## src/rtl/qq_pq_core_if.sv

```systemverilog
// Request/status bundle for the qq_pq_core sorted priority queue.
//   master: drives enq_i, deq_i, din; observes head, handshake pulses and occupancy.
//   slave : the core side of the same signals.
// Signals:
//   enq_i/deq_i/din : requests, sampled only while rdy=1
//   dout            : head entry (0 when empty)
//   rdy             : core idle
//   enq_o/deq_o     : completion pulses
//   ovf_o/udf_o     : rejection pulses (full / empty)
//   full/empty/count: occupancy
interface qq_pq_core_if #(
  parameter int unsigned W = 8,
  parameter int unsigned D = 4
);
  localparam int unsigned CW = $clog2(D + 1);

  logic          enq_i;
  logic          deq_i;
  logic [W-1:0]  din;
  logic [W-1:0]  dout;
  logic          rdy;
  logic          enq_o;
  logic          deq_o;
  logic          ovf_o;
  logic          udf_o;
  logic          full;
  logic          empty;
  logic [CW-1:0] count;

  modport master (
    output enq_i, deq_i, din,
    input  dout, rdy, enq_o, deq_o, ovf_o, udf_o, full, empty, count
  );

  modport slave (
    input  enq_i, deq_i, din,
    output dout, rdy, enq_o, deq_o, ovf_o, udf_o, full, empty, count
  );
endinterface

```

## src/rtl/qq_pq_core.sv

```systemverilog
// Register-array sorted priority queue. Head is always mem[0]; insertion is a
// sequential compare-and-shift scan from the tail toward the head.
// Ports:
//   clk  : clock, all state on rising edge
//   rst  : asynchronous active-low reset
//   bus  : qq_pq_core_if slave (requests, head, pulses, occupancy)
// Parameters:
//   W    : key width
//   D    : depth (>= 2)
//   MODE : 0 = smallest key at head, 1 = largest key at head
module qq_pq_core #(
  parameter int unsigned W    = 8,
  parameter int unsigned D    = 4,
  parameter int unsigned MODE = 0
) (
  input  logic         clk,
  input  logic         rst,
  qq_pq_core_if.slave  bus
);

  localparam int unsigned DW = $clog2(D);
  localparam int unsigned CW = $clog2(D + 1);
  localparam int unsigned IW = DW + 1;

  typedef enum logic {
    S_IDLE = 1'b0,
    S_SCAN = 1'b1
  } state_e;

  state_e         state_q, state_d;
  logic [W-1:0]   mem_q [D];
  logic [W-1:0]   mem_d [D];
  logic [CW-1:0]  count_q, count_d;
  logic [W-1:0]   t_q, t_d;
  logic [IW-1:0]  idx_q, idx_d;
  logic           enq_q, enq_d;
  logic           deq_q, deq_d;
  logic           ovf_q, ovf_d;
  logic           udf_q, udf_d;
  logic           full_q, empty_q;

  logic [DW-1:0]  cur_idx_c;
  logic [DW-1:0]  prev_idx_c;
  logic [W-1:0]   prev_key_c;

  // Strict ordering test: ties never beat, so equal keys keep arrival order.
  function automatic logic beats(input logic [W-1:0] a, input logic [W-1:0] b);
    if (MODE == 0) return a < b;
    else           return a > b;
  endfunction

  // idx never reaches D while scanning, so the low DW bits address the slot.
  assign cur_idx_c  = DW'(idx_q);
  assign prev_idx_c = DW'(idx_q - IW'(1));
  assign prev_key_c = mem_q[prev_idx_c];

  // Next-state, storage update and pulse generation.
  always_comb begin
    state_d = state_q;
    mem_d   = mem_q;
    count_d = count_q;
    t_d     = t_q;
    idx_d   = idx_q;
    enq_d   = 1'b0;
    deq_d   = 1'b0;
    ovf_d   = 1'b0;
    udf_d   = 1'b0;

    case (state_q)
      S_IDLE: begin
        if (bus.deq_i) begin
          if (count_q != '0) begin
            for (int unsigned i = 0; i < D - 1; i++) begin
              mem_d[DW'(i)] = mem_q[DW'(i + 1)];
            end
            mem_d[DW'(D - 1)] = '0;
            count_d = count_q - CW'(1);
            deq_d   = 1'b1;
          end else begin
            udf_d = 1'b1;
          end
        end
        // Uses post-dequeue count, which makes replace legal when full.
        if (bus.enq_i) begin
          if (count_d != CW'(D)) begin
            t_d     = bus.din;
            idx_d   = IW'(count_d);
            state_d = S_SCAN;
          end else begin
            ovf_d = 1'b1;
          end
        end
      end

      S_SCAN: begin
        if ((idx_q == '0) || !beats(t_q, prev_key_c)) begin
          mem_d[cur_idx_c] = t_q;
          count_d = count_q + CW'(1);
          enq_d   = 1'b1;
          state_d = S_IDLE;
        end else begin
          mem_d[cur_idx_c] = prev_key_c;
          idx_d = idx_q - IW'(1);
        end
      end

      default: state_d = S_IDLE;
    endcase
  end

  // State, storage and registered status.
  always_ff @(posedge clk or negedge rst) begin
    if (!rst) begin
      state_q <= S_IDLE;
      mem_q   <= '{default: '0};
      count_q <= '0;
      t_q     <= '0;
      idx_q   <= '0;
      enq_q   <= 1'b0;
      deq_q   <= 1'b0;
      ovf_q   <= 1'b0;
      udf_q   <= 1'b0;
      full_q  <= 1'b0;
      empty_q <= 1'b1;
    end else begin
      state_q <= state_d;
      mem_q   <= mem_d;
      count_q <= count_d;
      t_q     <= t_d;
      idx_q   <= idx_d;
      enq_q   <= enq_d;
      deq_q   <= deq_d;
      ovf_q   <= ovf_d;
      udf_q   <= udf_d;
      full_q  <= (count_d == CW'(D));
      empty_q <= (count_d == '0);
    end
  end

  assign bus.dout  = mem_q[0];
  assign bus.rdy   = (state_q == S_IDLE);
  assign bus.enq_o = enq_q;
  assign bus.deq_o = deq_q;
  assign bus.ovf_o = ovf_q;
  assign bus.udf_o = udf_q;
  assign bus.full  = full_q;
  assign bus.empty = empty_q;
  assign bus.count = count_q;

endmodule

```

## src/flat_wrapper.sv

```systemverilog
// flat-port wrapper written by rule: the top's interface ports become plain ports
module qq_pq_core_flat 
#(
  parameter int unsigned W    = 8,
  parameter int unsigned D    = 4,
  parameter int unsigned MODE = 0
)
  (clk, rst, bus_enq_i, bus_deq_i, bus_din, bus_dout, bus_rdy, bus_enq_o, bus_deq_o, bus_ovf_o, bus_udf_o, bus_full, bus_empty, bus_count);
  qq_pq_core_if #(.W(W), .D(D)) bus_i ();
  input  logic clk;
  input  logic rst;
  input wire logic [$bits(bus_i.enq_i)-1:0] bus_enq_i;
  input wire logic [$bits(bus_i.deq_i)-1:0] bus_deq_i;
  input wire logic [$bits(bus_i.din)-1:0] bus_din;
  output wire logic [$bits(bus_i.dout)-1:0] bus_dout;
  output wire logic [$bits(bus_i.rdy)-1:0] bus_rdy;
  output wire logic [$bits(bus_i.enq_o)-1:0] bus_enq_o;
  output wire logic [$bits(bus_i.deq_o)-1:0] bus_deq_o;
  output wire logic [$bits(bus_i.ovf_o)-1:0] bus_ovf_o;
  output wire logic [$bits(bus_i.udf_o)-1:0] bus_udf_o;
  output wire logic [$bits(bus_i.full)-1:0] bus_full;
  output wire logic [$bits(bus_i.empty)-1:0] bus_empty;
  output wire logic [$bits(bus_i.count)-1:0] bus_count;
  assign bus_i.enq_i = bus_enq_i;
  assign bus_i.deq_i = bus_deq_i;
  assign bus_i.din = bus_din;
  assign bus_dout = bus_i.dout;
  assign bus_rdy = bus_i.rdy;
  assign bus_enq_o = bus_i.enq_o;
  assign bus_deq_o = bus_i.deq_o;
  assign bus_ovf_o = bus_i.ovf_o;
  assign bus_udf_o = bus_i.udf_o;
  assign bus_full = bus_i.full;
  assign bus_empty = bus_i.empty;
  assign bus_count = bus_i.count;
  qq_pq_core #(.W(W), .D(D), .MODE(MODE)) u_core (.clk(clk), .rst(rst), .bus(bus_i));
endmodule
```

## config.mk

```make
export PLATFORM = sky130hd
export DESIGN_NAME = qq_pq_core_flat
export DESIGN_NICKNAME = d
export VERILOG_FILES = /design/src/rtl/qq_pq_core_if.sv /design/src/rtl/qq_pq_core.sv /design/src/flat_wrapper.sv
export SDC_FILE = /design/constraint.sdc
export NUM_CORES = 1
export LEC_CHECK = 0
export CAP_MARGIN = 20
export CORE_ASPECT_RATIO = 0.9
export CORE_UTILIZATION = 30
export DETAILED_ROUTE_END_ITERATION = 6
export PLACE_DENSITY = 0.48
export SLEW_MARGIN = 20
export SYNTH_ARGS = -nofsm -noshare
export SYNTH_HDL_FRONTEND = slang
export SYNTH_SLANG_ARGS = --single-unit
```

## constraint.sdc

```tcl
create_clock -name clk -period 5.8 [get_ports clk]
set_clock_uncertainty 0.1 [all_clocks]
set_input_delay 0.58 -clock clk [delete_from_list [all_inputs] [get_ports clk]]
set_output_delay 0.58 -clock clk [all_outputs]
set_load 0.01 [all_outputs]
```

# Word level (Yosys, flattened, before mapping)
# Index checks and enable logic that the tools add are counted.
[totals]
output_inout_bits = 18
inputBits = 12
word_cells = 76
reg_bits = 53
[classes]
n_bitwise = 3
mux = 36
reduce_logical = 9
order_cmp = 4
n_eq_ne = 7
add_sub_neg = 3
[op_table]
columns = ["op", "count"]
rows = [
  ["2-to-1 mux 32 bit", 3],
  ["bitwise mux 32 bit", 2],
  ["case mux 32 bit (2 select lines)", 1],
  ["2-to-1 mux 8 bit", 3],
  ["2-to-1 mux 3 bit", 7],
  ["binary-select mux 8 bit (select 2 bit)", 1],
  ["demux 8 bit (select 2 bit)", 1],
  ["2-to-1 mux 1 bit", 15],
  ["case mux 3 bit (2 select lines)", 2],
  ["less-than comparator 8 bit", 1],
  [">= comparator 3 bit, second input constant", 2],
  ["zero test 3 bit", 2],
  ["inequality test 2 bit, second input constant", 3],
  ["NOT 2 -> 3 bit", 2],
  ["AND reduction 3 bit", 2],
  ["subtractor 3 x 1 -> 3 bit, second input constant", 2],
  ["inequality test 2 x 1 -> 1 bit, second input constant", 2],
  ["adder 3 x 1 -> 3 bit, second input constant", 1],
  ["== test 3 bit, second input constant", 1],
  ["less-than comparator 3 x 1 -> 1 bit, second input constant", 1],
  ["inequality test 3 bit, second input constant", 1],
  ["nonzero test 3 bit", 1],
  ["case mux 1 bit (2 select lines)", 1],
  ["AND reduction 2 bit", 1],
  ["4 further kinds", 4],
]

# Logic depth before layout (Yosys ltp)
# Gate-level depths: netlist (run 1).
[logic_depth]
depth_word = 12
mapped_depth = 14

# Worst setup path after synthesis (run 1)
# No wires, ideal clock.
[synth_timing]
path_kind = "reg-to-reg"
from = "register u_core.idx_q[0]"
to = "register u_core.mem_q, in the netlist u_core.bus.dout[5]"
t_required_ps = 5559
setup_ps = 141
slack_ps = 2763
stages_incl_launch_ff = 14
t_arrival_ps = 2796
path_cell_list = "dfrtp_1 -> buf_6 -> inv_1 -> ha_1 -> clkbuf_2 -> mux4_1 -> inv_1 -> ha_1 -> a21oi_1 -> a21boi_0 -> a211oi_4 -> buf_6 -> mux2i_1 -> a31oi_1"
[synth_via]
elab_chain_cells = 11
elab_cells_between_ends = 20
cone_classes = "1 x add/sub; 3 x order compare; 10 x mux; 2 x bitwise; 4 x reduce/logical"
[synth_rtl]
columns = ["element", "line", "source"]
rows = [
  ["start, declared", "qq_pq_core.sv:35", "logic [IW-1:0] idx_q, idx_d;"],
  ["start signal, assigned", "qq_pq_core.sv:130", "idx_q <= idx_d;"],
  ["subtractor 3 x 1 -> 3 bit", "n/a", ""],
  ["NOT 2 -> 3 bit (implied by the code)", "qq_pq_core.sv:55", "assign prev_key_c = mem_q[prev_idx_c];"],
  ["binary-select mux 8 bit (select 2 bit)", "qq_pq_core.sv:55", ""],
  ["2-to-1 mux 8 bit (implied by the code) (2 in series)", "qq_pq_core.sv:55", ""],
  ["less-than comparator 8 bit", "qq_pq_core.sv:48", "if (MODE == 0) return a < b;"],
  ["2-to-1 mux 1 bit", "qq_pq_core.sv:69", "case (state_q)"],
  ["zero test 1 bit", "qq_pq_core.sv:96", "if ((idx_q == '0) || !beats(t_q, prev_key_c)) begin"],
  ["logical OR 1 bit", "qq_pq_core.sv:96", ""],
  ["2-to-1 mux 32 bit (*)", "qq_pq_core.sv:96", ""],
  ["case mux 32 bit (2 select lines) (*)", "qq_pq_core.sv:69", ""],
  ["end signal, assigned", "qq_pq_core.sv:127", "mem_q <= mem_d;"],
  ["end, declared", "qq_pq_core.sv:31", "logic [W-1:0] mem_q [D];"],
]
# Every way passes the cells marked *; elsewhere a longest branch is shown, timed or not. The select of a mux whose other input is x is not followed.
# A chain may end at the register's enable or synchronous reset.

# Worst setup path in the final report (run 1)
[layout_timing]
from = "register u_core.idx_q[0]"
to = "register u_core.full_q, in the netlist u_core.bus.full"
[layout_via]
elab_chain_cells = 12
elab_cells_between_ends = 13
cone_classes = "1 x add/sub; 1 x order compare; 1 x eq/ne; 6 x mux; 1 x bitwise; 3 x reduce/logical"
[layout_rtl]
columns = ["element", "line", "source"]
rows = [
  ["subtractor 3 x 1 -> 3 bit", "n/a", ""],
  ["NOT 2 -> 3 bit (implied by the code)", "qq_pq_core.sv:55", ""],
  ["binary-select mux 8 bit (select 2 bit)", "qq_pq_core.sv:55", ""],
  ["2-to-1 mux 8 bit (implied by the code) (2 in series)", "qq_pq_core.sv:55", ""],
  ["less-than comparator 8 bit", "qq_pq_core.sv:48", ""],
  ["2-to-1 mux 1 bit", "qq_pq_core.sv:69", ""],
  ["zero test 1 bit", "qq_pq_core.sv:96", ""],
  ["logical OR 1 bit (*)", "qq_pq_core.sv:96", ""],
  ["2-to-1 mux 3 bit (*)", "qq_pq_core.sv:96", ""],
  ["case mux 3 bit (2 select lines) (*)", "qq_pq_core.sv:69", ""],
  ["net u_core.count_d[2]", "qq_pq_core.sv:33", "logic [CW-1:0] count_q, count_d;"],
  ["== test 3 bit (*)", "qq_pq_core.sv:135", "full_q <= (count_d == CW'(D));"],
  ["end signal, assigned", "qq_pq_core.sv:135", ""],
  ["end, declared", "qq_pq_core.sv:40", "logic full_q, empty_q;"],
]
# Mark *: on every way through the listed nets, which the timed path passes. The rest lies on a longest branch. The select of a mux whose other input is x is not followed.

==> metrics.md, run 1 <==
| Metric | Value |
|---|---|
| Post-route antenna net violation count | `0` |
| CTS tree | `built` |
| Hold Path Class | `in2async` |
| GR peak layer | `met1` |
| Max Cap Viol | `0` |
| Ant diodes | `0` |
| Final nets | `297` |
| CTS-repair resized insts | `0` |
| Most common cell in the synthesized netlist | `dfrtp_1` |
| DRC Markers | `0` |
| Post-DR vias/cell | `5.16` |
| Yosys top cell area share | `0.458` |
| Async set-reset flop share out of synthesis | `1.00` |
| Met3 GRT Util | `0.0228` |
| Slew Limit Fails | `0` |
| RSZ-0062 raised after global routing | `no` |
| Length of the first detailed-routing pass in iterations | `4` |
| Syn nets | `approximately 280` |
| Die area | `9870 sq um` |
| Setup_tns | `0 ns` |
| CTS buffer count | `5` |
| Worst R2R Setup Slack | `between 1.5 and 2 ns` |
| Placer Congestion | `0.732` |
| Worst endpoint data arrival time | `4.28 ns` |
| Fin crit period | `just over 4 ns` |
| Yosys warns | `0` |
| Number of distinct library cells after synthesis | `43` |
| Initial Util | `0.310` |
| Clock sinks | `53` |
| F_max | `about 0.24 GHz` |
| Crit-path slowest cell | `a211oi_4` |
| Number of H-tree levels | `2` |
| Peak fanout along the critical path | `16` |
| Worst-Skew Late Latency | `0.30 ns` |
| # IOs | `30` |
| Core Area | `9170 sq um` |
| Wire length per cell | `16.8 um` |
| Post-Synthesis Cells | `between 200 and 300` |
| EDFF count, synth | `0` |
| Synth top area cells | `dfrtp_1 (46%), ha_1 (6.6%), mux4_1 (6.5%)` |
| Initial DRC count | `126` |
| Die Height | `94.4 um` |
| Die Span X | `about 100 um` |
| Worst Path Buf+Inv | `2` |
| Hold violation total from the final report | `0` |
| CP top delay family | `compound AO/OA/AOI/OAI gates` |
| Synth Area per Inst | `11.3 sq um` |
| # Post-CTS Setup Buffers | `0` |
| Critical Path End Type | `register` |
| Worst EP required | `5.93 ns` |
| Fraction of layout instances using a drive strength above 1 | `0.104` |
| CTS Buffer Depth | `2` |
| Area leader, netlist | `dfrtp_1` |
| Period utilization | `0.715` |
| Largest net degree at the start of global routing | `54` |
| Slew @ Worst Pin | `0.877 ns` |
| PortBufs | `29` |
| Top post-synthesis cells by count | `dfrtp_1 (52), o21ai_0 (30), a22oi_1 (18)` |
| FF/Latch Area | `1330 sq um` |
| Crit path cell chain | `inv_1 > ha_1 > mux4_1 > inv_1 > ha_1 > a21oi_1 > a21boi_0 > a211oi_4 > o21ai_0 > a31oi_4 > nor3b_2` |
| Max-slew headroom | `0.413` |
| Global route overflow | `0` |
| Post-synthesis register bit count | `53` |
| Initial antenna violation count | `0` |
| Number of global-route vias before repair | `1,964` |
| Main flop type after synthesis | `dfrtp_1` |
| Critical Path Max Stage Delay | `slightly below 0.8 ns` |
| Root Buffer Master | `clkbuf_8` |
| GRT Util Overall | `0.137` |
| FP Rows | `33` |
| Post-Route WL | `6600 um` |
| Hold buffers post-CTS | `0` |
| Grt met1 use | `0.210` |
| Post-Syn Area | `approximately 2800 sq um` |
| Critical Path Start Type | `register` |
| Final setup viols | `0` |
| Met2 GRT Util | `0.202` |
| Status | `completed` |
| Fill count | `a little over 900` |
| Worst-path clk slew | `0.09 ns` |
| Syn-to-layout area delta | `15.3%` |
| Hpwl dp | `4490 um` |
| CP Class | `reg2reg` |
| Global-route wire length before repair | `10,500 um` |
| Via count | `2,021` |
| Multi-input gate area | `between 1000 and 1500 sq um` |
| Part of the Yosys area used for sequential elements | `0.467` |
[worst paths after layout]
path | start | to | cells past startpoint
max in group asynchronous | rst | u_core.idx_q[1] | 2
min | rst | u_core.t_q[3] | 2
max reg2reg | u_core.idx_q[0] | u_core.bus.full | 11
min in group clk | u_core.mem_q[23] | u_core.mem_q[23] | 2
min reg2reg | u_core.mem_q[23] | u_core.mem_q[23] | 2
max | u_core.idx_q[0] | u_core.bus.full | 11
[cell usage in the layout, fill, tap and decap left out, types with 2 or more instances in the layout]
master	netlist	layout
a211oi_1	2	2
a21oi_1	7	7
a22oi_1	18	18
a31oi_1	6	6
buf_4	9	2
clkbuf_8	0	5
clkdlybuf4s50_1	0	28
dfrtp_1	52	52
ha_1	15	15
inv_1	15	15
mux2_2	9	9
mux2i_1	8	8
mux4_1	7	7
nand2_1	9	9
nand3_1	11	11
nor2_1	8	8
nor3_1	3	3
nor3b_1	3	3
o211ai_1	2	2
o21ai_0	30	30
o22ai_1	6	6
xnor2_1	3	3
[sequential cells by signal, summed over array words and instances (netlist names)]
signal	count
u_core.bus.ovf_o	1
u_core.bus.empty	1
u_core.bus.deq_o	1
u_core.bus.full	1
u_core.bus.count	3
u_core.state_q	1
u_core.bus.dout	8
u_core.t_q	8
u_core.bus.udf_o	1
u_core.mem_q	24
u_core.idx_q	3
u_core.bus.enq_o	1
[area by class of cell]
type / count / area share
Sequential cell: 53 / 0.405
Timing Repair Buffer: 31 / 0.0916
Inverter: 15 / 0.0172
Clock buffer: 5 / 0.0210
Clock inverter: 2 / 0.0107
Tap cell: 122 / 0.0466
Multi-Input combinational cell: 164 / 0.408
[kinds of logic (layout without fill, tap and decap cells)]
logic type / count (synthesis) / in the layout / share of synthesized area
AO/OA/AOI/OAI: 77 / 77 / 0.176
XOR/XNOR: 3 / 3 / 0.00924
adder cells (fa/ha/maj): 15 / 15 / 0.0660
buffers and inverters: 34 / 53 / 0.0629
flip-flops: 53 / 53 / 0.467
multiplexers: 25 / 25 / 0.136
AND/OR/NAND/NOR: 44 / 44 / 0.0823
[metrics by stage]
step                instance area [sq um]  std cells  hold WS (ns)  setup slack [ns]   util
global route                         3280        392         0.359              1.31  0.358
detailed placement                   3170        385         0.410              1.60  0.346
global placement                     3170        385         0.406              1.72  0.346
floorplan                            2840        251         0.184              2.76      -
finish                               3280        392         0.290              1.65  0.358
CTS                                  3280        392         0.310              1.60  0.358
[routing by layer]
metal / routed length (um) / vias up
met5: 0 / -
met2: 2820 / 41
met3: 255 / 4
li1: - / 964
met4: 55 / 0
met1: 3470 / 1012
Power of run 1 is left out: the tool's default activity adds up to more than one toggle a clock period on the data nets, which glitch-free logic cannot reach.
==> run 2: changes to the inputs <==
Clock period 5.8 ns to 4.12 ns, I/O delays scaled along.
==> metrics.md, run 2 (synthesized netlist as in run 1, its figures left out) <==
| Metric | Value |
|---|---|
| Status | `completed` |
| Top reg by flops | `u_core.mem_q` |
| Crit path cell chain | `inv_1 > ha_1 > mux4_1 > inv_1 > ha_1 > a21oi_1 > a21boi_0 > a211oi_4 > buf_4 > mux2i_1 > o21ai_0` |
| CTS-repair resized insts | `0` |
| Hold violation total from the final report | `0` |
| Fraction of layout instances using a drive strength above 1 | `0.117` |
| Crit-path slowest cell | `a211oi_4` |
| Slew Limit Fails | `0` |
| Die Height | `around 94 um` |
| CP Class | `reg2reg` |
| Length of the first detailed-routing pass in iterations | `4` |
| Critical Path Start Type | `register` |
| Period utilization | `0.844` |
| Final setup viols | `0` |
| CTS Buffer Depth | `2` |
| Final setup margin | `0.643 ns` |
| # Post-CTS Setup Buffers | `0` |
| Peak fanout along the critical path | `13` |
| Root Buffer Master | `clkbuf_8` |
| Worst-path clk slew | `0.10 ns` |
| Critical Path End Type | `register` |
| Global-route wire length before repair | `10,900 um` |
| PD cells | `953 nW/um^2` |
| Wire length per cell | `16.5 um` |
| Number of global-route vias before repair | `around 2,000` |
| Hpwl dp | `between 4000 and 5000 um` |
| Worst Path Buf+Inv | `3` |
| Reg2Reg Depth | `11` |
| Largest net degree at the start of global routing | `54` |
| PortBufs | `29` |
| Worst vdd ir | `0.276 mV` |
| Worst-Skew Late Latency | `0.32 ns` |
| Worst EP required | `around 4.2 ns` |
| DRC Markers | `0` |
| Die area | `between 9000 and 10,000 sq um` |
| Hold buffers post-CTS | `0` |
| Hold Path Class | `in2async` |
| Post-DR vias/cell | `5.17` |
| Max Cap Viol | `0` |
| Most common cell after layout, fill and taps aside | `dfrtp_1` |
| CTS tree | `built` |
| Leakage | `1.41 nW` |
| Final nets | `300` |
| Slew @ Worst Pin | `0.751 ns` |
| Post-route antenna net violation count | `0` |
| Placement Setup Slack | `0.606 ns` |
| Global route overflow | `0` |
| Initial antenna violation count | `0` |
| Setup_tns | `0 ns` |
| Post-Route WL | `between 6000 and 7000 um` |
| Syn-to-layout area delta | `15.8%` |
| Initial Util | `0.310` |
| Overall Power | `3.14 mW` |
| # IOs | `30` |
| Max reg flops | `24` |
| Worst endpoint data arrival time | `3.57 ns` |
| Most frequent cells in the layout | `dfrtp_1 (52), o21ai_0 (30), clkdlybuf4s50_1 (28), a22oi_1 (18)` |
| F_max | `0.288 GHz` |
| Ant diodes | `0` |
| Max-slew headroom | `0.499` |
| Clock sinks | `53` |
| Critical Path Max Stage Delay | `about 0.54 ns` |
| GRT Util Overall | `0.142` |
| Number of H-tree levels | `2` |
| RSZ-0062 raised after global routing | `no` |
| FP Rows | `33` |
| Fin crit period | `3.48 ns` |
| Die Span X | `105 um` |
| Core Area | `9170 sq um` |
| Worst R2R Setup Slack | `0.64 ns` |
| CTS buffer count | `5` |
| Initial DRC count | `around 130` |
| Placer Congestion | `0.793` |
| Via count | `2,046` |
| CP top delay family | `compound AO/OA/AOI/OAI gates` |
| Worst path depth | `11` |
## run 2: cell types whose count changed in the layout (fill, tap and decap cells not counted)
cell	before	now
buf_4	2	5
bufinv_16	1	0
clkbuf_8	5	6
clkinv_4	0	1
## run 2: area by class of cell
type	count	area, sq um
clock buffer	6	82.6
clock inverter	2	13.8
fill	939	5870
inverter	15	56.3
multi-input combinational	164	1340
sequential	53	1330
tap	122	153
timing repair buffer	34	323
## run 2: power by group
group / internal [mW] / total (mW) / switching (mW) / leakage [nW]
registers: 0.745 / 0.922 / 0.178 / 0.660
logic: 0.837 / 1.90 / 1.06 / 0.696
clock network: 0.137 / 0.315 / 0.179 / 0.0512
total: 1.72 / 3.14 / 1.42 / 1.41
## run 2: through the flow
stage | instance area [sq um] | hold WS (ns) | std cells | util
after floorplan | 2840 | 0.0164 | 251 | -
after global placement | 3200 | 0.415 | 388 | 0.349
after detailed placement | 3200 | 0.422 | 388 | 0.349
after CTS | 3290 | 0.144 | 396 | 0.359
after global routing | 3290 | 0.169 | 396 | 0.359
final | 3290 | 0.115 | 396 | 0.359
## run 2: path summary, 6_finish.rpt
path	start	end
worst max-delay path	u_core.idx_q[1]	u_core.bus.dout[0]
worst min-delay path	rst	u_core.t_q[2]
worst max register to register	u_core.idx_q[1]	u_core.bus.dout[0]
worst min register to register	u_core.mem_q[7]	u_core.mem_q[7]
max in group asynchronous	rst	u_core.bus.count[2]
min in group clk	u_core.mem_q[7]	u_core.mem_q[7]
## run 2: per-layer routing
| layer | up-vias | global-route usage | wire (um) |
|---|---|---|---|
| met3 | 6 | 0.0345 | 296 |
| met2 | 44 | 0.211 | 2850 |
| met4 | 0 | 0.0423 | 70 |
| met5 | - | 0 | 0 |
| met1 | 1024 | 0.203 | 3310 |
| li1 | 972 | - | - |
## run 2: worst register-to-register path, delay by kind of cell, from the launching register on
family / cells / cell delay [ns]
AOI/OAI and AO/OA: 4 / 0.97
adders and majority gates: 2 / 0.75
buffers and inverters: 3 / 0.41
DFF: 1 / 0.41
muxes: 2 / 0.72
Power figures use the tool's default switching activity.
==> run 3: changes to the inputs <==
Settings changed: PLACE_DENSITY 0.48 to 0.49.
Clock period 4.12 ns to 2.8 ns, I/O delays scaled along.
==> metrics.md, run 3 (synthesized netlist as in run 1, its figures left out) <==
| Metric | Value |
|---|---|
| Status | `complete, but fails checks` |
| Failing checks | `negative setup slack` |
| Worst-path clk slew | `0.10 ns` |
| Wire length per cell | `around 16 um` |
| Period utilization | `1.06` |
| Max-slew headroom | `0.529` |
| Final Hold Slack | `0.372 ns` |
| Post-DR vias/cell | `5.17` |
| Critical Path Start Type | `register` |
| Fin crit period | `2.96 ns` |
| Critical R2R Capture | `u_core.bus.full` |
| Fill count | `896` |
| Most common cell after layout, fill and taps aside | `dfrtp_1` |
| Initial antenna violation count | `0` |
| Worst R2R Start | `u_core.idx_q[0]` |
| Top reg by flops | `u_core.mem_q` |
| Clock sinks | `53` |
| Max Cap Viol | `0` |
| Slew Limit Fails | `0` |
| Worst endpoint data arrival time | `3.09 ns` |
| Initial Util | `0.310` |
| Global-route wire length before repair | `11,300 um` |
| Critical Path End Type | `register` |
| CTS tree | `built` |
| Core Area | `approximately 9200 sq um` |
| Most frequent cells in the layout | `dfrtp_1 (51), buf_4 (38), clkdlybuf4s50_1 (28), o21ai_2 (19), a22oi_1 (18)` |
| Slew @ Worst Pin | `0.707 ns` |
| Reg2Reg Depth | `13` |
| Final setup margin | `-0.163 ns` |
| Post-Route WL | `~7000 um` |
| # IOs | `30` |
| Via count | `2,245` |
| Worst-Skew Late Latency | `0.32 ns` |
| CTS Buffer Depth | `2` |
| Syn-to-layout area delta | `31.9%` |
| Placed instance count | `414` |
| Die Span X | `around 100 um` |
| Final nets | `338` |
| CTS buffer count | `5` |
| Hold Path Class | `in2async` |
| RSZ-0062 raised after global routing | `yes` |
| Worst EP required | `~3 ns` |
| PortBufs | `29` |
| GRT Util Overall | `0.148` |
| Hold violation total from the final report | `0` |
| Placer Congestion | `0.815` |
| CP Class | `reg2reg` |
| Number of H-tree levels | `2` |
| Length of the first detailed-routing pass in iterations | `4` |
| Final non-filler cell total | `434` |
| FP Rows | `33` |
| Largest net degree at the start of global routing | `31` |
| Root Buffer Master | `clkbuf_8` |
| Peak fanout along the critical path | `8` |
| DRC Markers | `0` |
| Max reg flops | `24` |
| Worst R2R Setup Slack | `-0.16 ns` |
| F_max | `0.337 GHz` |
| Fraction of layout instances using a drive strength above 1 | `0.369` |
| Die area | `9870 sq um` |
| Hpwl dp | `approximately 5000 um` |
| Ant diodes | `0` |
| Post-route antenna net violation count | `0` |
| Die Height | `94.4 um` |
| Final setup viols | `38` |
| Global route overflow | `0` |
| Initial DRC count | `166` |
| Number of global-route vias before repair | `about 2,100` |
[run 3: cell types whose count changed in the layout (fill, tap and decap cells not counted), moves of 3 or more]
| cell | change |
|---|---|
| mux4_1 | -6 |
| o21ai_1 | +9 |
| o21ai_0 | -28 |
| buf_4 | +33 |
| mux4_2 | +6 |
| inv_1 | -5 |
| o21ai_2 | +19 |
| buf_6 | +4 |
| inv_2 | +4 |
| mux2i_1 | -3 |
| nor3_1 | -3 |
| nor3_2 | +3 |
[run 3: layout make-up]
class                      count  area (sq um)  share of cell area
inverter                      15          58.8              0.0157
clock inverter                 3          26.3             0.00700
clock buffer                   5          68.8              0.0183
timing repair buffer          72           626               0.167
tap                          122           153              0.0407
multi-input combinational    164          1490               0.397
sequential                    53          1330               0.354
[run 3: worst max path at each step]
stage,start,end,depth (start not counted)
floorplan,u_core.idx_q[0],u_core.bus.dout[3],13
global placement,u_core.idx_q[0],u_core.bus.full,11
detailed placement,u_core.idx_q[0],u_core.bus.full,11
CTS,u_core.idx_q[0],u_core.mem_q[21],13
global route,u_core.idx_q[0],u_core.bus.full,13
finish,u_core.idx_q[0],u_core.bus.full,13
[run 3: worst max-delay path: stages (launching register included)]
cell and delay (ns):
dfrtp_2 0.44, inv_4 0.05, ha_4 0.32, buf_6 0.11, mux4_2 0.31, inv_2 0.08
ha_4 0.12, nand4_1 0.14, o21ai_2 0.21, a211oi_4 0.08, buf_6 0.14, or3_4 0.33
a31oi_4 0.21, nor3b_4 0.22
[run 3: per-layer routing]
metal / vias up / GRT usage / share of wire / wire (um)
li1: 1060 / - / - / -
met1: 1123 / 0.220 / 0.50 / 3500
met2: 57 / 0.227 / 0.45 / 3190
met3: 5 / 0.0207 / 0.041 / 292
met4: 0 / 0.0352 / 0.0096 / 68
met5: - / 0 / 0 / 0
[run 3: through the flow]
step                worst slack, ns  TNS (ns)   util  instance area, sq um
finish                       -0.163     -2.98  0.409                  3750
global placement             -0.255     -5.79  0.373                  3420
detailed placement           -0.332     -8.30  0.373                  3420
CTS                          -0.127     -3.03  0.399                  3660
floorplan                    -0.102     -2.58      -                  2880
global route                 -0.285     -8.52  0.409                  3750
[run 3: timing repair]
item | in CTS | in global routing
cloned | 1 | 0
setup buffers | 6 | 4
gates resized for setup | 53 | 19
endpoints found under the setup margin | 41 | 41
hold endpoints to repair | 52 | 0
pin swaps | 16 | 11
hold buffers | 1 | 0
Power of run 3 is left out for the same reason.
